[config.mk]
export PLATFORM = sky130hd
export DESIGN_NAME = rescap_meas_ctrl
export DESIGN_NICKNAME = d
export VERILOG_FILES = /design/src/rtl/rescap_meas_ctrl.sv
export SDC_FILE = /design/constraint.sdc
export NUM_CORES = 1
export LEC_CHECK = 0
export BUFFER_PORTS_ARGS = -buffer_cell sky130_fd_sc_hd__clkbuf_2
export CAP_MARGIN = 20
export CORE_UTILIZATION = 35
export CTS_CLUSTER_SIZE = 12
export DETAILED_ROUTE_END_ITERATION = 8
export PLACE_DENSITY = 0.56
export SKIP_LAST_GASP = 1
export SYNTH_ARGS = -nofsm -noshare
export SYNTH_HDL_FRONTEND = slang
export SYNTH_SLANG_ARGS = --single-unit
[constraint.sdc]
create_clock -name clk -period 3.1 [get_ports clk]
set_clock_uncertainty 0.05 [all_clocks]
set_input_delay 0.155 -clock clk [delete_from_list [all_inputs] [get_ports clk]]
set_output_delay 0.155 -clock clk [all_outputs]
set_load 0.005 [all_outputs]
[src/rtl/rescap_meas_ctrl.sv]
// -----------------------------------------------------------------------------
// rescap_meas_ctrl
//
// Sequencer for an RC time-constant measurement. Discharges the capacitor,
// charges it through the series resistor and counts clk cycles until the
// (synchronised) comparator reports that vout has crossed its threshold.
// The count is returned over a valid/ready result interface.
//
// Optional build macro: RESCAP_MEAS_CTRL_AVG_EN
//   Defined   : one start runs 2**AVG_LOG2 back-to-back measurements and
//               reports the truncated average of their counts.
//   Undefined : one measurement per start, no accumulator.
//
// Ports:
//   clk           system clock
//   rst_n         asynchronous active-low reset
//   start         one-cycle measurement request (honoured in IDLE only)
//   abort         synchronous cancel (honoured in GAP_D/DISCH/GAP_C/CHARGE)
//   cmp_in        asynchronous comparator output, 1 = vout above threshold
//   chg_en        closes vdd-to-resistor switch (registered)
//   dis_en        closes vout-to-vss discharge switch (registered)
//   busy          measurement in progress or result pending
//   result        measured charge cycles
//   result_valid  result available
//   result_ready  consumer accepts result
//   timeout       qualifies result: threshold not reached, or cap not discharged
//
// Result handshake: result/timeout are held stable while result_valid=1 and
// the transfer happens on a rising clk edge with result_valid && result_ready.
// result_valid drops on the following cycle.
// -----------------------------------------------------------------------------
module rescap_meas_ctrl #(
    parameter int CNT_W          = 16,
    parameter int DISCH_CYCLES   = 64,
    parameter int TIMEOUT_CYCLES = 4095,
    parameter int AVG_LOG2       = 2
) (
    input  logic             clk,
    input  logic             rst_n,
    input  logic             start,
    input  logic             abort,
    input  logic             cmp_in,
    output logic             chg_en,
    output logic             dis_en,
    output logic             busy,
    output logic [CNT_W-1:0] result,
    output logic             result_valid,
    input  logic             result_ready,
    output logic             timeout
);

    typedef enum logic [2:0] {
        S_IDLE   = 3'd0,
        S_GAP_D  = 3'd1,
        S_DISCH  = 3'd2,
        S_GAP_C  = 3'd3,
        S_CHARGE = 3'd4,
        S_REPORT = 3'd5
    } state_t;

    localparam logic [CNT_W-1:0] DISCH_LAST = CNT_W'(DISCH_CYCLES - 1);
    localparam logic [CNT_W-1:0] TO_LAST    = CNT_W'(TIMEOUT_CYCLES - 1);
    localparam logic [CNT_W-1:0] TO_VAL     = CNT_W'(TIMEOUT_CYCLES);

    state_t           state;
    state_t           next_state;
    logic             cmp_meta;
    logic             cmp_s;
    logic [CNT_W-1:0] cnt;
    logic             last_run;
    logic [CNT_W-1:0] run_result;

    logic             chg_en_d;
    logic             dis_en_d;
    logic             busy_d;
    logic             valid_d;
    logic [CNT_W-1:0] result_d;
    logic             timeout_d;

    // Two-flop synchroniser for the asynchronous comparator.
    always_ff @(posedge clk or negedge rst_n) begin
        if (!rst_n) begin
            cmp_meta <= 1'b0;
            cmp_s    <= 1'b0;
        end else begin
            cmp_meta <= cmp_in;
            cmp_s    <= cmp_meta;
        end
    end

    // Shared phase counter: counts DISCH cycles, then CHARGE cycles.
    // Cleared in each gap so both phases start from 0.
    always_ff @(posedge clk or negedge rst_n) begin
        if (!rst_n) begin
            cnt <= '0;
        end else begin
            case (state)
                S_DISCH, S_CHARGE: cnt <= cnt + CNT_W'(1);
                default:           cnt <= '0;
            endcase
        end
    end

`ifdef RESCAP_MEAS_CTRL_AVG_EN
    localparam int                ACC_W    = CNT_W + AVG_LOG2;
    localparam int                RUN_W    = AVG_LOG2 + 1;
    localparam logic [RUN_W-1:0]  RUN_LAST = RUN_W'((1 << AVG_LOG2) - 1);

    logic [ACC_W-1:0] acc;
    logic [ACC_W-1:0] acc_sum;
    logic [RUN_W-1:0] run_idx;

    assign acc_sum    = acc + ACC_W'(cnt);
    assign last_run   = (run_idx == RUN_LAST);
    assign run_result = CNT_W'(acc_sum >> AVG_LOG2);

    // Batch accumulator: cleared on start, updated when a non-final run
    // crosses and the sequencer loops back for the next run.
    always_ff @(posedge clk or negedge rst_n) begin
        if (!rst_n) begin
            acc     <= '0;
            run_idx <= '0;
        end else if (state == S_IDLE && start) begin
            acc     <= '0;
            run_idx <= '0;
        end else if (state == S_CHARGE && next_state == S_GAP_D) begin
            acc     <= acc_sum;
            run_idx <= run_idx + RUN_W'(1);
        end
    end
`else
    // Single run per start: every run is the final one.
    logic unused_avg_cfg;
    assign unused_avg_cfg = (AVG_LOG2 != 0);
    assign last_run       = 1'b1;
    assign run_result     = cnt;
`endif

    // FSM state register.
    always_ff @(posedge clk or negedge rst_n) begin
        if (!rst_n) begin
            state <= S_IDLE;
        end else begin
            state <= next_state;
        end
    end

    // FSM next-state logic. abort outranks phase completion.
    always_comb begin
        next_state = state;
        case (state)
            S_IDLE: begin
                if (start) next_state = S_GAP_D;
            end
            S_GAP_D: begin
                next_state = abort ? S_IDLE : S_DISCH;
            end
            S_DISCH: begin
                if (abort)                   next_state = S_IDLE;
                else if (cnt == DISCH_LAST)  next_state = cmp_s ? S_REPORT : S_GAP_C;
            end
            S_GAP_C: begin
                next_state = abort ? S_IDLE : S_CHARGE;
            end
            S_CHARGE: begin
                if (abort)               next_state = S_IDLE;
                else if (cmp_s)          next_state = last_run ? S_REPORT : S_GAP_D;
                else if (cnt == TO_LAST) next_state = S_REPORT;
            end
            S_REPORT: begin
                if (result_ready) next_state = S_IDLE;
            end
            default: next_state = S_IDLE;
        endcase
    end

    // Output logic: next values for the registered outputs.
    // A switch may only close if the other one is open in the current cycle,
    // which forces a both-open cycle on every hand-over (including abort from
    // CHARGE to IDLE and the CHARGE to REPORT transition).
    always_comb begin
        chg_en_d  = (next_state == S_CHARGE) && !dis_en;
        dis_en_d  = (next_state == S_IDLE || next_state == S_DISCH ||
                     next_state == S_REPORT) && !chg_en;
        busy_d    = (next_state != S_IDLE);
        valid_d   = (next_state == S_REPORT);
        result_d  = result;
        timeout_d = timeout;
        case (state)
            S_IDLE: begin
                if (start) begin
                    result_d  = '0;
                    timeout_d = 1'b0;
                end
            end
            S_DISCH: begin
                // Capacitor still above threshold after discharge.
                if (next_state == S_REPORT) begin
                    result_d  = '1;
                    timeout_d = 1'b1;
                end
            end
            S_CHARGE: begin
                if (next_state == S_REPORT) begin
                    if (cmp_s) begin
                        result_d = run_result;
                    end else begin
                        result_d  = TO_VAL;
                        timeout_d = 1'b1;
                    end
                end
            end
            default: ;
        endcase
    end

    always_ff @(posedge clk or negedge rst_n) begin
        if (!rst_n) begin
            chg_en       <= 1'b0;
            dis_en       <= 1'b1;
            busy         <= 1'b0;
            result_valid <= 1'b0;
            result       <= '0;
            timeout      <= 1'b0;
        end else begin
            chg_en       <= chg_en_d;
            dis_en       <= dis_en_d;
            busy         <= busy_d;
            result_valid <= valid_d;
            result       <= result_d;
            timeout      <= timeout_d;
        end
    end

endmodule

-- After elaboration in Yosys (flattened, before gate mapping)
Index checks and enable logic that the tools add are counted.
- flip-flop bits (word level): 42
- bits in latches: 0
- memory bits (writable): 0
- memory bits (read-only): 0
- bits of input ports: 6
- output and inout port bits: 21
- word-level logic and storage cells: 60
- memories: 0
- add/sub/neg operators: 1
- multipliers: 0
- div/mod/pow operators: 0
- order comparisons: 0
- equal/unequal tests: 14
- shift-type cells: 0
- mux-type cells: 22
- bitwise gates (word level): 0
- reduce and logical (&&, ||, !) cells: 13
- operators by type and width (kind ; count):
    $mux 16 ; 5
    $pmux 16 s3 ; 1
    $mux 3 ; 9
    $pmux 3 s6 ; 1
    $add 16x1->16 const B ; 1
    $eq 16x12->1 const B ; 1
    $eq 16x6->1 const B ; 1
    $eq 3x3->1 const B ; 4
    $eq 3x2->1 const B ; 3
    $ne 2x2->1 const B ; 4
    $logic_not 3->1 ; 2
    $reduce_bool 3->1 ; 2
    $reduce_and 5->1 ; 1
    $mux 1 ; 4
    $reduce_and 4->1 ; 1
    $eq 3x1->1 const B ; 1
    $pmux 1 s3 ; 1
    $logic_and 1x1->1 ; 2
    $logic_not 1->1 ; 2
    $logic_or 1x1->1 ; 2
    $mux 2 ; 1
    $reduce_or 2->1 ; 1

-- Longest topological paths before layout
Gate-level depths: netlist of run 1.
- word-level depth: 9
- gate-level depth with buffers: 9
- depth with buffers taken out: 8

-- Worst setup path before layout of run 1
OpenSTA, ideal clock, no wires.
- kind: flip-flop to flip-flop
- from: register cnt[0]
- to: register result[10]
- setup time: 0.122 ns
- arrival time: 2.241 ns
- data required time: 2.928 ns
- slack: 0.686 ns
- cell stages (with the launch flop): 9
- buffers on the path: 1
- period minus slack after synthesis: 2.414 ns
- cell sequence: dfrtp_1 ha_1 or3b_2 nor4_4 nand4_1 a32oi_2 a21oi_2 buf_2 o2bb2ai_1
- longest elaborated chain between the ends: 8
- elaborated cells between the ends (all ways): 12
- those cells by class: 5 x eq/ne; 6 x mux; 1 x reduce/logical
- ends and longest elaborated chain (element ; line ; text):
    start: declaration ; 69 ; logic [CNT_W-1:0] cnt;
    start signal: assignment ; 98 ; S_DISCH, S_CHARGE: cnt <= cnt + CNT_W'(1);
    $eq 16x12->1 ; 168 ; else if (cnt == TO_LAST) next_state = S_REPORT;
    $mux 3 ; 168 ;
    $mux 3 ; 167 ; else if (cmp_s) next_state = last_run ? S_REPORT : S_GAP_D;
    $mux 3 ; 166 ; if (abort) next_state = S_IDLE;
    $pmux 3 s6 * ; 151 ; case (state)
    $eq 3x3->1 * ; - ;
    net valid_d ; 76 ; logic valid_d;
    $ne 2x2->1 (no line) ; - ;
    $reduce_and 4->1 (no line) * ; - ;
    end signal: assignment ; 230 ; result <= result_d;
    end: declaration ; 46 ; output logic [CNT_W-1:0] result,
Mark *: on every way through the listed nets, which the timed path passes. The rest lies on a longest branch.
A chain may end at the register's enable or synchronous reset.

-- Worst setup path after layout of run 1
- from: register cnt[1]
- to: register result[13]
The elaborated chain is that of the path after synthesis.

==> out/results.env, run 1 <==
FINALWIRELENGTH_UM=4136
FF2FF_SETUP_SLACK_NS=0.34
TRITONCTS.NUM_BUFFERS=5
DRT_ITER0_DRC=72
MAXCAPVIOLCOUNT=0
CELLPOWERDENSITY_nW_PER_UM2=571.0
FP.DIEH_UM=78.15
SYNTHDOMINANTCELLAREASHARE_PCT=50.55
DETAILED_PLACE_HPWL_UM=2894
CLOCK_TREE.ROOT_CELL='clkbuf_8'
FINAL.HOLD.WORST_SLACK_NS=0.1467
ROWS=27
ANTENNA-DIODE-COUNT=0
CLK_LATENCY_NS=0.29
NETLIST.TOP_CELL.BY_AREA='dfrtp_1'
CP-END-KIND='flop'
START_UTIL_PCT=36.63
SYNTH_NETS=204
HOLD_CLASS='in -> reg'
MUXSHAREOFSYNTHAREA_PCT=2.959
DIE-AREA_UM2=6107
SYNTH-SEQ-AREA-SHARE_PCT=51.85
CTS.REPORTEDPATHS.CLKPINSLEW_NS=0.08
GRT_MAX_DEGREE=43
POST-CTS-SETUP-BUFFER-COUNT=0
SYN_INST=196
POST_DRT_WL_PER_CELL_UM=13.88
P_COMB_SHARE_PCT=24.3
TIMING.SETUP.TNS_NS=0
MAPPEDNETLISTAREA_UM2=2029
SYNTH_CELL_TYPE_COUNT=38
YOSYSWARNINGS=0
REMAINING_DRC_ERRORS=0
MAX_FREQ_GHz=0.3625
NUMBER_OF_SYNTHESIZED_FLOPS_WITH_AN_ENABLE_PIN=0
SYN_AVG_CELL_AREA_UM2=10.35
BUFFER_PORTS.INSERTED=26
SYNTH_COMMON_CELLS='dfrtp_1, nor2_1, a21oi_1, nand2b_1, o2bb2ai_1'
AREA_GROWTH_SYN_TO_LAYOUT_PCT=16.77
TRITONCTS='yes'
AVGVIACOUNTPERCELL=4.963
GLOBAL_ROUTE_WIRE_LENGTH_BEFORE_REPAIR_UM=7024
CRIT_PATH_MAX_FANOUT=16
OUTCOME='complete, no violations'
FINAL_ANTENNA_NET_COUNT=0
FINAL.MIN_CLOCK_PERIOD_NS=2.759
TIGHTESTPINTRANSITION_NS=0.8273
GP_CONGESTION=0.8118
FLOORPLAN.CORE_AREA_UM2=5540
SYNTH-SEQ-CELLS=42
POST-ROUTE-PERIOD-UTIL_PCT=89.00
SYNTH.MOST_COMMON_CELL='dfrtp_1'
POWER.NET_SWITCHING_mW=0.4168
SETUP.WORST_PATH.START_CLASS='flop'
P_LEAK_nW=1.063
GRT_SETUP_UNREPAIRED='false'
ROUTED-VIA-COUNT=1479
SYNTH_AREA_IN_ADDERS_PCT=1.233
SETUP_VIOL=0
BOUNDARYPINS=27
FIRST_PASS_ITERS=4
FINALHOLDVIOLCOUNT=0
CLOCK_TREE.BUFFER_DEPTH=2
DIE_WIDTH_UM=78.15
GRT_ANTENNA_BEFORE_REPAIR=0
WORST_EP_ARRIVAL_TIME_NS=2.88
SYNTH-MAIN-FF-CELL='dfrtp_1'
FINISH.NET_COUNT=233
DESIGN_POWER_TOTAL_mW=1.353
FILLCELL_TOTAL=560
POWER_FRAC_CLOCK_PCT=26.5
IR_WORST_VDD_uV=223.1
MAX_SLEW_MARGIN_PCT=44.85
RATIO_OF_CELLS_WITH_DRIVE_ABOVE_1_IN_THE_FINAL_LAYOUT_PCT=20.80
FIRST_GLOBAL_VIAS=1439
FINALMAXSLEWVIOLATIONS=0
GRT_USAGE_PCT=15.02
POWER.SEQUENTIAL.FRACTION_PCT=49.2
LAYOUT.AREA.SEQ_UM2=1052
H_TREE_LEVEL_COUNT=2
ASYNC_FLOP_SHARE_PCT=100.0
SIMPLE_LOGIC_CELL_FRACTION_OF_THE_SYNTHESIZED_AREA_PCT=21.70
SYNTH_TOP_FAMILY_BY_AREA='simple AND/OR/NAND/NOR gates'
CLOCK-SINKS=42
SYNTHTOPCELLSBYAREA='dfrtp_1, o2bb2ai_1, nor2_1'
CP_DATA_REQUIRED_TIME_NS=3.23
POWER.INTERNAL_mW=0.9363
SYNTH_XOR_AREA_SHARE_PCT=6.042
SW_FRAC_OF_TOTAL_PCT=30.80
SYNTH_COMPOUND_GATE_AREA_SHARE_PCT=13.63
TIMING_WORST_SETUP_PATH_TYPE='reg -> reg'
GLOBAL_ROUTE.OVERFLOW_TOTAL=0
AREA_USED_BY_MULTI_INPUT_COMBINATIONAL_LOGIC_UM2=924.6
placed cells by master (no fill, tap or decap), types with 2 or more instances in the layout:
master	n
nand3_1	10
or3_1	3
nand2b_1	12
nor3b_1	2
a21oi_1	14
nand4_1	6
clkbuf_2	26
ha_1	2
clkbuf_8	6
nor2_1	27
dfrtp_1	41
inv_1	2
o2bb2ai_1	12
buf_4	3
dlygate4sd3_1	2
and3_1	2
nor3_1	2
nor4_1	2
xor2_1	10
xnor2_1	4
o21ai_0	2
a31oi_1	5
a21o_1	2
nand2_1	7
mux2_4	4
per-layer routing:
metal | vias to the layer above | track usage [%] | wire, um
met5 | - | 0 | 0
met3 | 6 | 3.953 | 141
met1 | 692 | 20.27 | 2102
li1 | 751 | - | -
met4 | 0 | 7.037 | 74
met2 | 30 | 22.37 | 1818
cell type report:
class | instances | area share (%)
sequential | 42 | 44.40
tap | 72 | 3.801
multi-input combinational | 141 | 39.02
inverter | 3 | 0.4752
timing repair buffer | 32 | 8.448
clock buffer | 7 | 3.643
clock inverter | 1 | 0.2112
worst max-delay path, stage by stage (launching register included):
cell and delay [ns]:
dfrtp_1 0.46, ha_1 0.32, or3b_2 0.50, nor4_4 0.20, nand4_1 0.17, a32oi_2 0.32, a21oi_2 0.27, mux2_4 0.36
through the flow:
step                      area, um^2  utilization [%]  instances  worst slack, ns
final                           2370            42.77        298           0.3411
after CTS                       2332            42.10        296           0.3317
after floorplan                 2029                -        196           0.6864
after detailed placement        2231            40.27        287           0.3391
after global placement          2231            40.27        287           0.4369
after global routing            2370            42.77        298           0.1905
registers in the layout (all words and copies together), names as in the netlist:
| signal | flops |
|---|---|
| cnt | 16 |
| result | 16 |
| state | 3 |
| busy | 1 |
| chg_en | 1 |
| cmp_meta | 1 |
| cmp_s | 1 |
| dis_en | 1 |
| result_valid | 1 |
| timeout | 1 |
power by group through the flow:
| stage | clock (mW) | sequential [mW] | combinational, mW |
|---|---|---|---|
| floorplan | 0 | 0.657 | 0.233 |
| global placement | 0 | 0.675 | 0.327 |
| detailed placement | 0 | 0.677 | 0.326 |
| CTS | 0.371 | 0.666 | 0.329 |
| global route | 0.400 | 0.676 | 0.371 |
| finish | 0.359 | 0.666 | 0.329 |
final timing paths:
kind	cells after the start	startpoint	endpoint
setup / recovery	7	cnt[1]	result[13]
hold / removal	3	abort	state[1]
setup reg to reg	7	cnt[1]	result[13]
hold reg to reg	0	cmp_meta	cmp_s
max in group asynchronous	3	rst_n	cnt[5]
min in group asynchronous	2	rst_n	chg_en
cells by family (layout without fill, tap and decap cells):
| family | Yosys count | in the layout |
|---|---|---|
| muxes | 4 | 4 |
| AOI/OAI and AO/OA | 40 | 40 |
| buffers and inverters | 13 | 43 |
| xor gates and xnor gates | 14 | 14 |
| adders and majority gates | 2 | 2 |
| DFF | 42 | 42 |
| and+or+nand+nor | 81 | 81 |
repair_timing:
| item | 4_1_cts | 5_1_grt |
|---|---|---|
| hold buffers | 1 | 1 |
| gates resized for setup | 0 | 0 |
| hold endpoints to repair | 1 | 20 |
Power figures use the tool's default switching activity.
==> run 2, diff against run 1 <==
Settings changed: PLACE_DENSITY 0.56 to 0.58.
==> out/results.env, run 2 (same netlist as run 1, synthesis figures left out) <==
DIE_WIDTH_UM=78.15
GLOBAL_ROUTE.OVERFLOW_TOTAL=0
GLOBAL_ROUTE_WIRE_LENGTH_BEFORE_REPAIR_UM=7079
FIRST_GLOBAL_VIAS=1459
SETUP.WORST_PATH.START_CLASS='flop'
CTS_REPAIR_RESIZE_COUNT=0
MAXCAPVIOLCOUNT=0
START_UTIL_PCT=36.63
CRITPATHSLOWESTCELL='or3b_2'
P_COMB_SHARE_PCT=23.2
FP.DIEH_UM=78.15
CLOCK_TREE.BUFFER_DEPTH=2
FINAL_COMMON_CELL='dfrtp_1'
DIE-AREA_UM2=6107
CLK_LATENCY_NS=0.29
SW_FRAC_OF_TOTAL_PCT=29.84
RATIO_OF_CELLS_WITH_DRIVE_ABOVE_1_IN_THE_FINAL_LAYOUT_PCT=20.35
DETAILED_PLACE_HPWL_UM=2839
BOUNDARYPINS=27
FINAL.MIN_CLOCK_PERIOD_NS=2.763
CLOCK_TREE.ROOT_CELL='clkbuf_8'
FILLCELL_TOTAL=556
CP-END-KIND='flop'
GP_CONGESTION=0.7725
ANTENNA-DIODE-COUNT=0
GRT_SETUP_UNREPAIRED='false'
ROWS=27
LAYOUT_TOP_REGISTERS='cnt (16), result (16), state (3)'
POST-CTS-SETUP-BUFFER-COUNT=0
H_TREE_LEVEL_COUNT=2
CP_DATA_REQUIRED_TIME_NS=3.24
FIRST_PASS_ITERS=4
AVGVIACOUNTPERCELL=5.074
OUTCOME='complete, no violations'
REMAINING_DRC_ERRORS=0
HOLD_CLASS='in -> reg'
CRIT_PATH_MAX_FANOUT=16
TIMING_WORST_SETUP_PATH_TYPE='reg -> reg'
POST_DRT_WL_PER_CELL_UM=13.86
FINAL_CELL_MIX='dfrtp_1, nor2_1, clkbuf_2'
FINAL_ANTENNA_NET_COUNT=0
CTS.REPORTEDPATHS.CLKPINSLEW_NS=0.08
TIGHTESTPINTRANSITION_NS=0.8347
GRT_ANTENNA_BEFORE_REPAIR=0
DRT_ITER0_DRC=115
POWER.NET_SWITCHING_mW=0.4241
MAX_FREQ_GHz=0.3619
POWER.INTERNAL_mW=0.9971
MAX_STAGE_DELAY_NS=0.50
FINALHOLDVIOLCOUNT=0
TRITONCTS='yes'
TIMING.SETUP.TNS_NS=0
POST-ROUTE-PERIOD-UTIL_PCT=89.13
BUFFER_PORTS.INSERTED=26
PLACED_CELL_AREA_UM2=2231
P_LEAK_nW=1.067
CELLPOWERDENSITY_nW_PER_UM2=595.9
WORST_EP_ARRIVAL_TIME_NS=2.90
FLOORPLAN.CORE_AREA_UM2=5540
FF2FF_SETUP_SLACK_NS=0.34
ORDERED_CELL_LIST_FOR_THE_CRITICAL_PATH='ha_1 > or3b_2 > nor4_4 > nand4_1 > a32oi_2 > a21oi_2 > mux2_4'
MAX_SLEW_MARGIN_PCT=44.35
POWER_FRAC_CLOCK_PCT=30.0
POWER.SEQUENTIAL.FRACTION_PCT=46.8
FINISH.NET_COUNT=233
SETUP_VIOL=0
FINALWIRELENGTH_UM=4130
CLOCK-SINKS=42
POSTCTSHOLDBUFS=1
FINAL_DESIGN_AREA_NO_FILL_UM2=2385
GRT_USAGE_PCT=15.20
GRT_MAX_DEGREE=43
TRITONCTS.NUM_BUFFERS=5
FINALMAXSLEWVIOLATIONS=0
ROUTED-VIA-COUNT=1512
AREA_GROWTH_SYN_TO_LAYOUT_PCT=17.51
IR_WORST_VDD_uV=210.6
==> run 2: changes by cell type in the layout (fill, tap and decap cells not counted), sizes merged <==
| cell | change |
|---|---|
| bufinv | +1 |
| clkinv | -1 |
==> run 2: power groups by stage <==
stage	combinational (mW)	clock, mW	sequential (mW)
2_1_floorplan	0.233	0	0.657
3_3_place_gp	0.325	0	0.673
3_5_place_dp	0.326	0	0.677
4_1_cts	0.327	0.439	0.666
5_1_grt	0.370	0.461	0.677
6_report	0.329	0.427	0.665
==> run 2: per-layer routing <==
| layer | global-route usage [%] | wire, um | part of all wire, % | vias to the layer above |
|---|---|---|---|---|
| met3 | 3.837 | 92 | 2.2 | 5 |
| met1 | 20.04 | 2061 | 50 | 736 |
| li1 | - | - | - | 752 |
| met5 | 0 | 0 | 0 | - |
| met4 | 5.000 | 58 | 1.4 | 0 |
| met2 | 24.30 | 1917 | 46 | 19 |
==> run 2: worst paths after layout <==
path	end	from	cells after the start
setup / recovery	result[14]	cnt[0]	7
hold / removal	state[1]	abort	3
setup reg to reg	result[14]	cnt[0]	7
hold reg to reg	cmp_s	cmp_meta	0
max in group asynchronous	result[11]	rst_n	3
min in group asynchronous	cmp_meta	rst_n	2
==> run 2: final cells by class <==
type,instances,area (um^2),area share [%]
timing repair buffer,32,200.2,8.395
multi-input combinational,141,924.6,38.77
clock buffer,7,76.32,3.200
clock inverter,1,30.03,1.259
tap,72,90.09,3.778
sequential,42,1052,44.12
inverter,3,11.26,0.4722
==> run 2: worst max-delay path: cells and delay by family (launching register included) <==
kind	cells	cell delay, ns
AOI/OAI and AO/OA	2	0.60
adders and majority gates	1	0.32
DFF	1	0.45
muxes	1	0.36
and+or+nand+nor	3	0.88
==> run 2: per-stage QoR <==
step	power [mW]	hold slack [ns]	setup slack, ns	util [%]	cells
after floorplan	0.8896	-0.1906	0.6864	-	196
after global placement	0.9983	0.2168	0.4266	40.27	287
after detailed placement	1.002	0.2146	0.3548	40.27	287
after CTS	1.432	0.02188	0.3494	42.37	296
after global routing	1.509	0.1337	0.1764	43.04	298
final	1.421	0.1405	0.3371	43.04	298
==> run 3, diff against run 2 <==
Settings changed: CORE_UTILIZATION 35 to 34, PLACE_DENSITY 0.58 to 0.57.
==> out/results.env, run 3 (same netlist as run 1, synthesis figures left out) <==
IR_WORST_VDD_uV=227.1
POST-ROUTE-PERIOD-UTIL_PCT=88.72
DETAILED_PLACE_HPWL_UM=2877
GRT_USAGE_PCT=14.88
DP_WORST_SETUP_SLACK_NS=0.3734
MAXCAPVIOLCOUNT=0
H_TREE_LEVEL_COUNT=2
WORST_HOLD_STARTPOINT='abort'
TRITONCTS.NUM_BUFFERS=5
FINAL_ANTENNA_NET_COUNT=0
ANTENNA-DIODE-COUNT=0
BOUNDARYPINS=27
REG2REG_DEPTH=7
GRT_SETUP_UNREPAIRED='false'
POWER.NET_SWITCHING_mW=0.4315
MET3WIRELENGTH_UM=126
GRT_ANTENNA_BEFORE_REPAIR=0
CLK_LATENCY_NS=0.30
GRT_MAX_DEGREE=43
TRITONCTS='yes'
REGTOREGSTARTPOINT='cnt[1]'
REMAINING_DRC_ERRORS=0
POWER.SEQUENTIAL.FRACTION_PCT=46.6
FINALMAXSLEWVIOLATIONS=0
P_COMB_SHARE_PCT=23.1
CP-END-KIND='flop'
FINAL.MIN_CLOCK_PERIOD_NS=2.750
P_LEAK_nW=1.066
PLACED_CELL_AREA_UM2=2231
GP_CONGESTION=0.7333
RATIO_OF_CELLS_WITH_DRIVE_ABOVE_1_IN_THE_FINAL_LAYOUT_PCT=20.80
AREA_GROWTH_SYN_TO_LAYOUT_PCT=17.69
SETUP.WORST_PATH.START_CLASS='flop'
POWER_FRAC_CLOCK_PCT=30.3
FIRST_PASS_ITERS=6
CTS.REPORTEDPATHS.CLKPINSLEW_NS=0.08
FIRST_GLOBAL_VIAS=1429
WORST_EP_ARRIVAL_TIME_NS=2.89
START_UTIL_PCT=35.97
FINAL_DESIGN_AREA_NO_FILL_UM2=2389
AVGVIACOUNTPERCELL=5.037
CLOCK_TREE.BUFFER_DEPTH=2
SW_FRAC_OF_TOTAL_PCT=30.21
POWER.INTERNAL_mW=0.9969
MAX_SLEW_MARGIN_PCT=48.23
WIRELENGTH_MET1_UM=2106
FF_TO_FF_END='result[15]'
POST_DRT_WL_PER_CELL_UM=13.66
TIMING.SETUP.TNS_NS=0
LAYOUT_TOP_REGISTERS='cnt (16), result (16), state (3)'
FINISH.NET_COUNT=233
FF2FF_SETUP_SLACK_NS=0.35
CP_DATA_REQUIRED_TIME_NS=3.24
ROWS=27
BUFFER_PORTS.INSERTED=26
FLOORPLAN.CORE_AREA_UM2=5642
CLOCK_TREE.ROOT_CELL='clkbuf_8'
DIE-AREA_UM2=6282
ROUTED-VIA-COUNT=1501
FP.DIEH_UM=79.26
HOLD_CLASS='in -> reg'
CELLPOWERDENSITY_nW_PER_UM2=598.0
TIGHTESTPINTRANSITION_NS=0.7766
DIE_WIDTH_UM=79.26
FINAL_CELL_MIX='dfrtp_1, nor2_1, clkbuf_2'
SETUP_VIOL=0
FINAL_COMMON_CELL='dfrtp_1'
GLOBAL_ROUTE_WIRE_LENGTH_BEFORE_REPAIR_UM=7044
TIMING_WORST_SETUP_PATH_TYPE='reg -> reg'
MAXUSEDROUTINGLAYER='met4'
HOLD-PATH-ENDPOINT='state[1]'
FINALHOLDVIOLCOUNT=0
DRT_ITER0_DRC=67
CLOCK-SINKS=42
GLOBAL_ROUTE.OVERFLOW_TOTAL=0
CTS_REPAIR_RESIZE_COUNT=0
FINALWIRELENGTH_UM=4072
WIRE_LENGTH_ON_MET2_UM=1744
MAX_FREQ_GHz=0.3636
MIN_DELAY_PATH_DEPTH=3
DESIGN_POWER_TOTAL_mW=1.428
OUTCOME='complete, no violations'
CRIT_PATH_MAX_FANOUT=16
FINAL.SETUP.WORST_SLACK_NS=0.3498
==> run 3: worst max-delay path, stage by stage, from the launching register on <==
cell	delay (ns)
dfrtp_1	0.46
ha_1	0.33
or3b_2	0.50
nor4_4	0.19
nand4_1	0.17
a32oi_2	0.33
a21oi_2	0.26
mux2_4	0.35
==> run 3: final cells by class <==
type | instances | area [um^2]
Clock buffer | 6 | 72.57
Clock inverter | 2 | 37.54
Fill cell | 553 | 3253
Inverter | 3 | 11.26
Multi-Input combinational cell | 141 | 924.6
Sequential cell | 42 | 1052
Tap cell | 72 | 90.09
Timing Repair Buffer | 32 | 200.2
==> run 3: how the worst max path moves through the flow <==
stage,from,end,slack [ns],cells after the start
floorplan,cnt[0],result[10],0.69,8
global route,cnt[1],result[13],0.15,7
finish,cnt[1],result[15],0.35,7
CTS,cnt[1],result[15],0.37,7
detailed placement,cnt[1],result[15],0.37,7
global placement,cnt[1],result[12],0.45,7
==> run 3: what timing repair did <==
action / in CTS / in global routing
endpoints found under the hold margin: 8 / 0
hold buffers: 2 / 0
setup buffers: 0 / 0
==> run 3: through the flow <==
step | util (%) | hold WS (ns) | std cells
detailed placement | 39.54 | 0.2199 | 287
floorplan | - | -0.1906 | 196
global placement | 39.54 | 0.2202 | 287
global route | 42.34 | 0.1436 | 298
finish | 42.34 | 0.1537 | 298
CTS | 41.85 | 0.1450 | 297
==> run 3: power by group through the flow <==
| stage | Sequential [mW] | Combinational, mW | Clock [mW] |
|---|---|---|---|
| CTS | 0.666 | 0.331 | 0.446 |
| global placement | 0.674 | 0.328 | 0 |
| detailed placement | 0.677 | 0.326 | 0 |
| global route | 0.676 | 0.373 | 0.475 |
| floorplan | 0.657 | 0.233 | 0 |
| finish | 0.665 | 0.330 | 0.433 |
==> run 3: metal layers <==
metal | track usage [%] | vias to the layer above
li1 | - | 749
met1 | 20.39 | 719
met2 | 21.47 | 26
met3 | 3.793 | 7
met4 | 7.636 | 0
met5 | 0 | -
